<file path="src/rtl/tl_async_pkg.sv">
// tl_async_pkg: shared widths, payload layout and synchronizer default for the TL async source
package tl_async_pkg;
   localparam int OPCODE_W = 3;
   localparam int PARAM_W = 3;
   localparam int SIZE_W = 2;
   localparam int SOURCE_W = 1;
   localparam int ADDRESS_W = 9;
   localparam int MASK_W = 4;
   localparam int DATA_W = 32;
   localparam int PAYLOAD_W = 55;
   localparam int CORRUPT_OFF = 0;
   localparam int DATA_OFF = 1;
   localparam int MASK_OFF = 33;
   localparam int ADDRESS_OFF = 37;
   localparam int SOURCE_OFF = 46;
   localparam int SIZE_OFF = 47;
   localparam int PARAM_OFF = 49;
   localparam int OPCODE_OFF = 52;
   localparam int SYNC_STAGES_DEFAULT = 3;
endpackage

</file>
<file path="src/rtl/tl_async_sync.sv">
// tl_async_sync: n-stage 1-bit synchronizer with synchronous reset to 0
module tl_async_sync #(
   parameter int N = 3
) (
   input  logic clock,
   input  logic reset,
   input  logic d,
   output logic q
);
   logic [N-1:0] s;
   always_ff @(posedge clock)
      if (reset) s <= '0;
      else s <= {s[N-2:0], d};
   assign q = s[N-1];
endmodule

</file>
<file path="src/rtl/tl_async_source.sv">
// tl_async_source: single-slot TileLink async crossing source with ridx/sink-alive synchronizers
module tl_async_source
   import tl_async_pkg::*;
#(
   parameter int SYNC_STAGES = SYNC_STAGES_DEFAULT
) (
   input  logic                  clock,
   input  logic                  reset,
   output logic                  enq_ready,
   input  logic                  enq_valid,
   input  logic [OPCODE_W-1:0]   enq_opcode,
   input  logic [PARAM_W-1:0]    enq_param,
   input  logic [SIZE_W-1:0]     enq_size,
   input  logic [SOURCE_W-1:0]   enq_source,
   input  logic [ADDRESS_W-1:0]  enq_address,
   input  logic [MASK_W-1:0]     enq_mask,
   input  logic [DATA_W-1:0]     enq_data,
   input  logic                  enq_corrupt,
   output logic [PAYLOAD_W-1:0]  async_mem,
   output logic                  async_widx,
   input  logic                  async_ridx,
   output logic                  async_safe_widx_valid,
   output logic                  async_safe_source_reset_n,
   input  logic                  async_safe_ridx_valid,
   input  logic                  async_safe_sink_reset_n
);
   logic ridx_s, sink_ready, unused_sink_reset_n;
   logic [PAYLOAD_W-1:0] payload;
   tl_async_sync #(.N(SYNC_STAGES)) u_ridx_sync (
      .clock(clock), .reset(reset), .d(async_ridx), .q(ridx_s)
   );
   tl_async_sync #(.N(SYNC_STAGES)) u_valid_sync (
      .clock(clock), .reset(reset), .d(async_safe_ridx_valid), .q(sink_ready)
   );
   assign unused_sink_reset_n = async_safe_sink_reset_n;
   assign payload = {enq_opcode, enq_param, enq_size, enq_source, enq_address, enq_mask, enq_data, enq_corrupt};
   assign enq_ready = sink_ready & (async_widx == ridx_s);
   assign async_safe_source_reset_n = ~reset;
   always_ff @(posedge clock)
      if (reset) begin
         async_widx <= 1'b0;
         async_mem <= '0;
         async_safe_widx_valid <= 1'b0;
      end else begin
         async_safe_widx_valid <= 1'b1;
         if (!sink_ready) async_widx <= 1'b0;
         else if (enq_valid && enq_ready) begin
            async_widx <= ~async_widx;
            async_mem <= payload;
         end
      end
endmodule

</file>
<file path="config.mk">
export PLATFORM = sky130hd
export DESIGN_NAME = tl_async_source
export DESIGN_NICKNAME = d
export VERILOG_FILES = /design/src/rtl/tl_async_pkg.sv /design/src/rtl/tl_async_sync.sv /design/src/rtl/tl_async_source.sv
export SDC_FILE = /design/constraint.sdc
export NUM_CORES = 1
export LEC_CHECK = 0
export BUFFER_PORTS_ARGS = -buffer_cell sky130_fd_sc_hd__buf_2
export CAP_MARGIN = 20
export CORE_MARGIN = 2
export CORE_UTILIZATION = 46
export CTS_CLUSTER_SIZE = 12
export DETAILED_ROUTE_END_ITERATION = 16
export PLACE_DENSITY = 0.85
export SETUP_SLACK_MARGIN = 0.4
export SYNTH_ARGS = -nofsm -noshare
export SYNTH_HDL_FRONTEND = slang
export SYNTH_SLANG_ARGS = --single-unit
</file>
<file path="constraint.sdc">
create_clock -name clock -period 1.61 [get_ports clock]
set_clock_uncertainty 0.1 [all_clocks]
set_input_delay 0.0805 -clock clock [delete_from_list [all_inputs] [get_ports clock]]
set_output_delay 0.0805 -clock clock [all_outputs]
set_load 0.005 [all_outputs]
</file>
==> run summary, run 1 <==
vias in the first global route = 2500
initial antenna violation count = 1
# IOs = 120
DR pass1 iterations = 4
register area share after synthesis = 50.4%
hpwl dp = 3630 µm
PD cells = 879 nW/µm²
Pins Over Slew Limit = 0
top cells by area, synth = dfxtp_1 (50%), mux2i_1 (22%), nand2_1 (17%), buf_12 (4.8%), buf_2 (1.8%)
top_reg_cell synth = dfxtp_1
crit-path max cell delay = 0.34 ns
vias = 2511
Post-Syn Instances = 260
first-pass GRT wire length = 11600 µm
Sink Count = 63
Residual DRC = 0
core area = 5170 µm²
Final Total Pwr = 3.64 mW
share of post-route cells with drive strength above 1 = 35.1%
IR drop worst, VDD = 0.675 mV
worst-path cell chain = xnor2_2, nor2b_4, buf_4, buf_16, mux2i_1
largest net degree at the start of global routing = 55
WL final = 8150 µm
Synth top area share = 50.4%
Port Buffers = 118
Commonest cells post-synth = nand2_1 (110), dfxtp_1 (63), mux2i_1 (56)
Syn Nets = 321
Cell Rows = 26
Worst-Margin Slew = 0.319 ns
Worst-path clk slew = 0.07 ns
Nets = 503
Crit path required time = 1.72 ns
Finish-stage setup viols = 0
Root Buffer = clkbuf_8
initial core utilization = 48.4%
most common cell in the synthesized netlist = nand2_1
Hold Path Class = input port to flop
critical path class = flop to flop
outcome = finished clean
Clock Tree Buf Depth = 2
Avg Cell Area, Syn = 9.62 µm²
crit path DAT = 1.69 ns
Crit path buffers/inverters = 2
Die X = 77.8 µm
clk_lat worst skew = 0.33 ns
Hold Vio Cnt, Final = 0
ANT cells = 0
Syn. warnings = 0
Placer Congestion = 0.716
Critical Path Start Type = flop
Slew Limit Headroom = 78.1%
Die ar. = 6050 µm²
fin crit share = 97.9%
total congestion overflow = 0
CP Capture Type = flop
Post-synth EDFFs = 0
Static Leak = 1.90 nW
Worst path slowest cell = dfxtp_2
Die H = 77.8 µm
Yosys top cell by area = dfxtp_1
Yosys cell types = 14
total track usage = 24.7%
Async S/R FF share, synth = 0%
TNS Setup = 0 ns
DR vias/cell = 4.86
CTS tree = yes
cell area after synthesis = 2500 µm²
synthesis-stage register bit count = 63
critical path peak fanout = 11
max cap viols = 0
Post-DRT Antenna Nets = 0
DRT iter0 DRCs = 106
H-tree Lvls = 3
total CTS buffers = 9
synthesis-to-finish area growth = 65.5%
min Tclk post-route = 1.58 ns
DR WL/cell = 15.8 µm
Fmax achieved = 0.634 GHz
CP top delay family = flip-flops
Hold Slack = 0.0927 ns
RSZ-0062 raised after global routing = true
[kinds of logic after synthesis]
logic type / Yosys count / share of synthesized area, %
flip-flops: 63 / 50.4
multiplexers: 56 / 22.4
XOR/XNOR: 1 / 0.350
buffers and inverters: 20 / 7.35
AND/OR/NAND/NOR: 120 / 19.5
[layout by cell type, fill, tap and decap left out, types with 2 or more instances in the layout]
cell type	n
mux2i_4	2
dlygate4sd3_1	58
mux2i_1	52
buf_12	5
nand2_1	110
buf_4	2
clkbuf_16	4
mux2i_2	2
clkinv_2	2
dfxtp_2	2
buf_2	118
dfxtp_1	61
buf_16	2
nor2b_1	6
bufinv_16	3
clkbuf_8	10
[report_power, final]
group	switching, mW	internal (mW)
Combinational	0.150	0.220
Clock	0.610	1.07
Sequential	0.0125	1.58
Total	0.773	2.87
[cell type report]
| type | count | area (µm²) |
|---|---|---|
| clock inverter | 6 | 108 |
| sequential | 63 | 1260 |
| tap | 70 | 87.6 |
| multi-input combinational | 177 | 1100 |
| inverter | 2 | 7.51 |
| fill | 313 | 1030 |
| timing repair buffer | 189 | 1440 |
| clock buffer | 10 | 138 |
[worst paths after layout]
path | endpoint | startpoint | depth (start not counted) | slack [ns]
worst max-delay path | async_mem[25] | u_ridx_sync.s[2] | 5 | 0.03
worst min-delay path | async_mem[49] | reset | 4 | 0.09
worst max register to register | async_mem[25] | u_ridx_sync.s[2] | 5 | 0.03
worst min register to register | u_valid_sync.s[2] | u_valid_sync.s[1] | 1 | 0.34
[routing by layer]
layer  global-route usage, %  vias to the layer above  wire [µm]
li1                        -                     1204          -
met1                    25.7                     1145       3200
met2                    44.9                      136       4030
met3                    7.09                       26        663
met4                    12.0                        0        255
met5                       0                        -          0
[worst register-to-register path, cell delays in order (launching register included)]
cell and delay, ns:
dfxtp_2 0.34, xnor2_2 0.17, nor2b_4 0.22, buf_4 0.15, buf_16 0.15, mux2i_1 0.34
[metrics by stage]
stage                     area [µm²]  instances  setup WS (ns)  util (%)
after floorplan                 2510        260          0.365         -
after global placement          3080        434          0.259      59.6
after detailed placement        3080        434          0.169      59.6
after CTS                       3990        512          0.200      77.2
after global routing            4140        517       -0.00602      80.1
final                           4140        517         0.0333      80.1
[state kept, by name (all words and copies together), names as in the netlist]
register and flops:
u_valid_sync.s 3, async_mem 55, async_safe_widx_valid 1, async_widx 1, u_ridx_sync.s 3
[repair_timing]
item                       CTS  global route
setup endpoints to repair   56            56
resized for setup            3             8
cloned                       2             4
pin swaps                    1             0
setup buffers                2             1
hold buffers                58             0
hold endpoints to repair    61             0
Power figures use the tool's default switching activity.
==> run 2, diff against run 1 <==
==> constraint.sdc (replaced) <==
create_clock -name clock -period 1.61 [get_ports clock]
set_clock_uncertainty 0.1 [all_clocks]
set_input_delay 0.161 -clock clock [delete_from_list [all_inputs] [get_ports clock]]
set_output_delay 0.161 -clock clock [all_outputs]
set_load 0.005 [all_outputs]
==> run summary, run 2 (synthesis gave the netlist of run 1 again) <==
number of fill cells = 307 (-1.9%)
max FFs per register = 55 (unchanged)
DR pass1 iterations = 4 (unchanged)
PD cells = 825 nW/µm² (-6.1%)
Critical Path Start Type = flop
Clock Tree Buf Depth = 2 (unchanged)
commonest cells after routing, fill and taps aside = buf_2 (118), nand2_1 (110), dfxtp_1 (61)
Worst-Margin Slew = 0.239 ns (-0.0802 ns)
Pins Over Slew Limit = 0 (unchanged)
min Tclk post-route = 1.41 ns (-0.168 ns)
largest net degree at the start of global routing = 38 (-31%)
r2r endpoint = async_mem[39]
Die ar. = 6050 µm² (unchanged)
CP top delay family = flip-flops
IR drop worst, VDD = 0.539 mV (-20%)
Slew Limit Headroom = 84.1% (+6.0 points)
Fmax achieved = 0.710 GHz (+12%)
Min-Delay Path Depth = 3 (-1)
Hold Path Class = input port to flop
# IOs = 120 (unchanged)
vias in the first global route = 2346 (-6.2%)
CTS tree = yes
TNS Setup = 0 ns (unchanged)
most common cell after layout, fill and taps aside = buf_2
Register Area = 1260 µm² (unchanged)
total track usage = 24.0% (-0.69 points)
clk_lat worst skew = 0.32 ns (about the same)
DR WL/cell = 14.2 µm (-10%)
Sink Count = 63 (unchanged)
Static Leak = 1.88 nW (-0.75%)
total congestion overflow = 0 (unchanged)
crit-path max cell delay = 0.33 ns (about the same)
worst-path cell chain = xnor2_2, nor2b_4, buf_12, buf_16, mux2i_2
Die X = 77.8 µm (unchanged)
final core occ = 78.9% (-1.2 points)
ANT cells = 0 (unchanged)
Worst setup startpoint = u_ridx_sync.s[2]
Port Buffers = 118 (unchanged)
H-tree Lvls = 3 (unchanged)
RSZ-0062 raised after global routing = true
outcome = finished clean
Worst path depth = 5 (unchanged)
Root Buffer = clkbuf_8
Placer Congestion = 0.676 (-5.6%)
Hold Vio Cnt, Final = 0 (unchanged)
DRT iter0 DRCs = 69 (-35%)
reg2reg setup slack = 0.20 ns (+0.17 ns)
max cap viols = 0 (unchanged)
Post-DRT Antenna Nets = 0 (unchanged)
core area = 5170 µm² (unchanged)
total CTS buffers = 9 (unchanged)
Worst-path clk slew = 0.07 ns (about the same)
initial antenna violation count = 0 (-1)
Residual DRC = 0 (unchanged)
Worst path slowest cell = dfxtp_2
Multi-input gate area = 1080 µm² (-1.9%)
WL final = 7330 µm (-10%)
initial core utilization = 48.4% (unchanged)
critical path class = flop to flop
synthesis-to-finish area growth = 63.2%
CP Capture Type = flop
worst reg2reg path depth = 5 (unchanged)
Largest Register = async_mem
share of post-route cells with drive strength above 1 = 34.9% (-0.22 points)
worst reg2reg path startpoint = u_ridx_sync.s[2]
first-pass GRT wire length = 11200 µm (-3.6%)
DR vias/cell = 4.67 (-3.9%)
Finish-stage setup viols = 0 (unchanged)
crit path DAT = 1.54 ns (-0.15 ns)
top flop regs = async_mem x55, u_ridx_sync.s x3, u_valid_sync.s x3
Nets = 503 (unchanged)
vias = 2414 (-3.9%)
Crit path buffers/inverters = 2 (unchanged)
Cell Rows = 26 (unchanged)
Die H = 77.8 µm (unchanged)
hpwl dp = 3670 µm (+1.0%)
fin crit share = 87.5% (-10 points)
Worst Setup EP = async_mem[39]
critical path peak fanout = 6 (-5)
Crit path required time = 1.75 ns (+0.03 ns)
-- run 2: cell count changes in the layout (fill, tap and decap cells not counted), sizes merged --
cell	previous run	this run
buf	127	130
bufinv	3	1
clkbuf	14	15
clkinvlp	1	0
dlygate4sd3	58	57
-- run 2: per-layer routing --
| metal | GRT usage, % | vias up | part of all wire, % |
|---|---|---|---|
| met3 | 5.23 | 14 | 8.5 |
| met4 | 9.64 | 0 | 2.1 |
| met2 | 42.8 | 114 | 50 |
| met1 | 27.6 | 1091 | 40 |
| li1 | - | 1195 | - |
| met5 | 0 | - | 0 |
-- run 2: worst min-delay path by stage --
stage	startpoint	endpoint	slack (ns)
after global placement	async_ridx	u_ridx_sync.s[0]	0.27
after global routing	enq_mask[3]	async_mem[36]	0.03
after CTS	enq_data[24]	async_mem[25]	0.002
final	enq_data[24]	async_mem[25]	0.02
after detailed placement	async_safe_ridx_valid	u_valid_sync.s[0]	0.28
after floorplan	reset	u_ridx_sync.s[2]	0.13
-- run 2: layout make-up --
class                           instances  area share [%]
Sequential cell                        63            31.0
Multi-Input combinational cell        177            26.4
Clock inverter                          3           0.981
Tap cell                               70            2.15
Inverter                                2           0.245
Timing Repair Buffer                  189            35.2
Clock buffer                           13            4.14
-- run 2: where the power goes --
group	internal, mW	switching [mW]	leakage (nW)
Combinational	0.221	0.145	1.26
Sequential	1.58	0.0114	0.511
Clock	0.838	0.571	0.109
-- run 2: through the flow --
step	setup WS (ns)	instance area (µm²)	hold WS, ns	power (mW)	cells
2_1_floorplan	0.365	2510	0.125	1.75	260
3_5_place_dp	0.187	3100	0.278	1.85	435
6_report	0.201	4080	0.0222	3.37	517
5_1_grt	0.122	4080	0.0344	3.50	517
4_1_cts	0.187	4010	0.00230	3.38	514
3_3_place_gp	0.255	3100	0.269	1.85	435
-- run 2: tightest hold or removal path, stage by stage --
cell and delay [ns]:
buf_2 0.10, nand2_1 0.07, mux2i_1 0.06
-- run 2: timing repair --
item	CTS	global route
pin swaps	1	0
hold buffers	57	0
resized for setup	5	5
cloned	3	2
endpoints found under the setup margin	57	56
buffers inserted	3	1
endpoints found under the hold margin	58	0
==> run 3, diff against run 2 <==
Settings changed: CORE_ASPECT_RATIO from default to 1.75.
==> run summary, run 3 (synthesis gave the netlist of run 1 again) <==
core area = 5260 µm² (+1.6%)
combinational power share = 10.9% (about the same)
min Tclk post-route = 1.39 ns (-0.0199 ns)
DRT iter0 DRCs = 66 (-4.3%)
total track usage = 22.9% (-1.1 points)
Largest Register = async_mem
synthesis-to-finish area growth = 59.9%
DR WL/cell = 14.9 µm (+5.2%)
reg2reg setup slack = 0.22 ns (+0.02 ns)
# IOs = 120 (unchanged)
Placer Congestion = 0.750 (+11%)
met2 Usage GRT = 41.1% (-1.7 points)
Worst-path clk slew = 0.07 ns (about the same)
vias in the first global route = 2475 (+5.5%)
Cell Int Power = 2.55 mW (-3.5%)
vias = 2454 (+1.7%)
CP Capture Type = flop
commonest cells after routing, fill and taps aside = buf_2 (118), nand2_1 (110), dfxtp_1 (61)
DR pass1 iterations = 4 (unchanged)
Fmax achieved = 0.720 GHz (+1.4%)
Sw Pwr = 0.728 mW (about the same)
initial antenna violation count = 0 (unchanged)
ANT cells = 0 (unchanged)
clk_lat worst skew = 0.32 ns (about the same)
Hold Path Class = input port to flop
Flop pwr share = 48.6% (+1.3 points)
initial core utilization = 47.6% (-0.76 points)
Cell Rows = 35 (+35%)
Residual DRC = 0 (unchanged)
Pins Over Slew Limit = 0 (unchanged)
max FFs per register = 55 (unchanged)
Die ar. = 6070 µm² (+0.39%)
max cap viols = 0 (unchanged)
share of post-route cells with drive strength above 1 = 33.7% (-1.2 points)
Sink Count = 63 (unchanged)
Port Buffers = 118 (unchanged)
H-tree Lvls = 3 (unchanged)
crit path DAT = 1.53 ns (about the same)
first-pass GRT wire length = 10400 µm (-7.0%)
critical path peak fanout = 8 (+2)
Nets = 501 (-0.40%)
final core occ = 76.1% (-2.8 points)
most common cell after layout, fill and taps aside = buf_2
Die H = 102 µm (+31%)
critical path class = flop to flop
outcome = finished clean
Static Leak = 1.85 nW (-1.8%)
CTS tree = yes
IR drop worst, VDD = 0.749 mV (+39%)
Post-DRT Antenna Nets = 0 (unchanged)
GR Util met1 = 21.5% (-6.1 points)
Net Sw Frac = 22.2% (+0.62 points)
Slew Limit Headroom = 84.0% (about the same)
Hold Vio Cnt, Final = 0 (unchanged)
PD cells = 819 nW/µm² (-0.75%)
global routing usage on met3 = 6.00% (+0.77 points)
total CTS buffers = 9 (unchanged)
fin crit share = 86.3% (-1.2 points)
DR vias/cell = 4.91 (+5.1%)
hpwl dp = 3880 µm (+5.8%)
GRT busiest layer = met2
Crit path required time = 1.76 ns (about the same)
WL final = 7460 µm (+1.8%)
Finish-stage setup viols = 0 (unchanged)
top flop regs = async_mem x55, u_ridx_sync.s x3, u_valid_sync.s x3
total congestion overflow = 0 (unchanged)
clock power share = 40.4% (-1.4 points)
largest net degree at the start of global routing = 62 (+63%)
Die X = 59.8 µm (-23%)
Worst-Margin Slew = 0.240 ns (+0.000694 ns)
Clock Tree Buf Depth = 2 (unchanged)
Final Total Pwr = 3.28 mW (-2.8%)
Critical Path Start Type = flop
RSZ-0062 raised after global routing = true
TNS Setup = 0 ns (unchanged)
Root Buffer = clkbuf_8
==> run 3: changes by cell type in the layout (fill, tap and decap cells not counted), moves of 2 or more <==
cell       previous run  this run
buf_4                 3         0
buf_16                3         1
mux2i_1              53        55
mux2i_2               3         1
buf_6                 0         2
buf_12                6         4
clkbuf_8             12        10
clkbuf_16             2         4
==> run 3: metrics by stage <==
| step | area, µm² | hold slack, ns | setup WS, ns | instances |
|---|---|---|---|---|
| global placement | 3080 | 0.270 | 0.305 | 419 |
| finish | 4000 | 0.157 | 0.221 | 500 |
| global route | 4000 | 0.152 | 0.176 | 500 |
| CTS | 3850 | 0.135 | 0.220 | 493 |
| detailed placement | 3080 | 0.277 | 0.220 | 419 |
| floorplan | 2510 | 0.125 | 0.365 | 260 |
==> run 3: power groups by stage <==
stage | clock [mW] | combinational (mW) | sequential, mW
2_1_floorplan | 0 | 0.115 | 1.63
3_5_place_dp | 0 | 0.222 | 1.63
4_1_cts | 1.36 | 0.332 | 1.59
5_1_grt | 1.42 | 0.387 | 1.59
6_report | 1.32 | 0.358 | 1.59
3_3_place_gp | 0 | 0.214 | 1.63
==> run 3: path summary, 6_finish.rpt <==
check / from / end / cells after the start
setup / recovery: u_ridx_sync.s[2] / async_mem[24] / 5
hold / removal: reset / async_safe_widx_valid / 3
setup reg to reg: u_ridx_sync.s[2] / async_mem[24] / 5
hold reg to reg: u_ridx_sync.s[0] / u_ridx_sync.s[1] / 1
==> run 3: cell type report <==
type | count | area [µm²]
timing repair buffer | 187 | 1400
sequential | 63 | 1260
fill | 345 | 1250
multi-input combinational | 177 | 1070
clock buffer | 12 | 145
tap | 55 | 68.8
clock inverter | 4 | 45.0
inverter | 2 | 7.51
==> run 3: critical path, stage by stage, from the launching register on <==
cell	delay, ns
dfxtp_2	0.34
xnor2_2	0.16
nor2b_4	0.18
buf_12	0.16
buf_16	0.15
mux2i_2	0.23
==> run 3: repair_timing <==
| item | in CTS | in global routing |
|---|---|---|
| cloned | 0 | 6 |
| hold buffers | 58 | 0 |
| hold endpoints to repair | 61 | 0 |
| resized for setup | 0 | 2 |
| endpoints found under the setup margin | 56 | 56 |
| setup buffers | 0 | 1 |
| pin swaps | 0 | 1 |
==> run 3: per-layer routing <==
layer | wire length, µm | vias up | share of wire (%)
met1 | 2610 | 1134 | 35
met4 | 315 | 0 | 4.2
met3 | 354 | 30 | 4.7
met5 | 0 | - | 0
met2 | 4180 | 100 | 56
li1 | - | 1190 | -
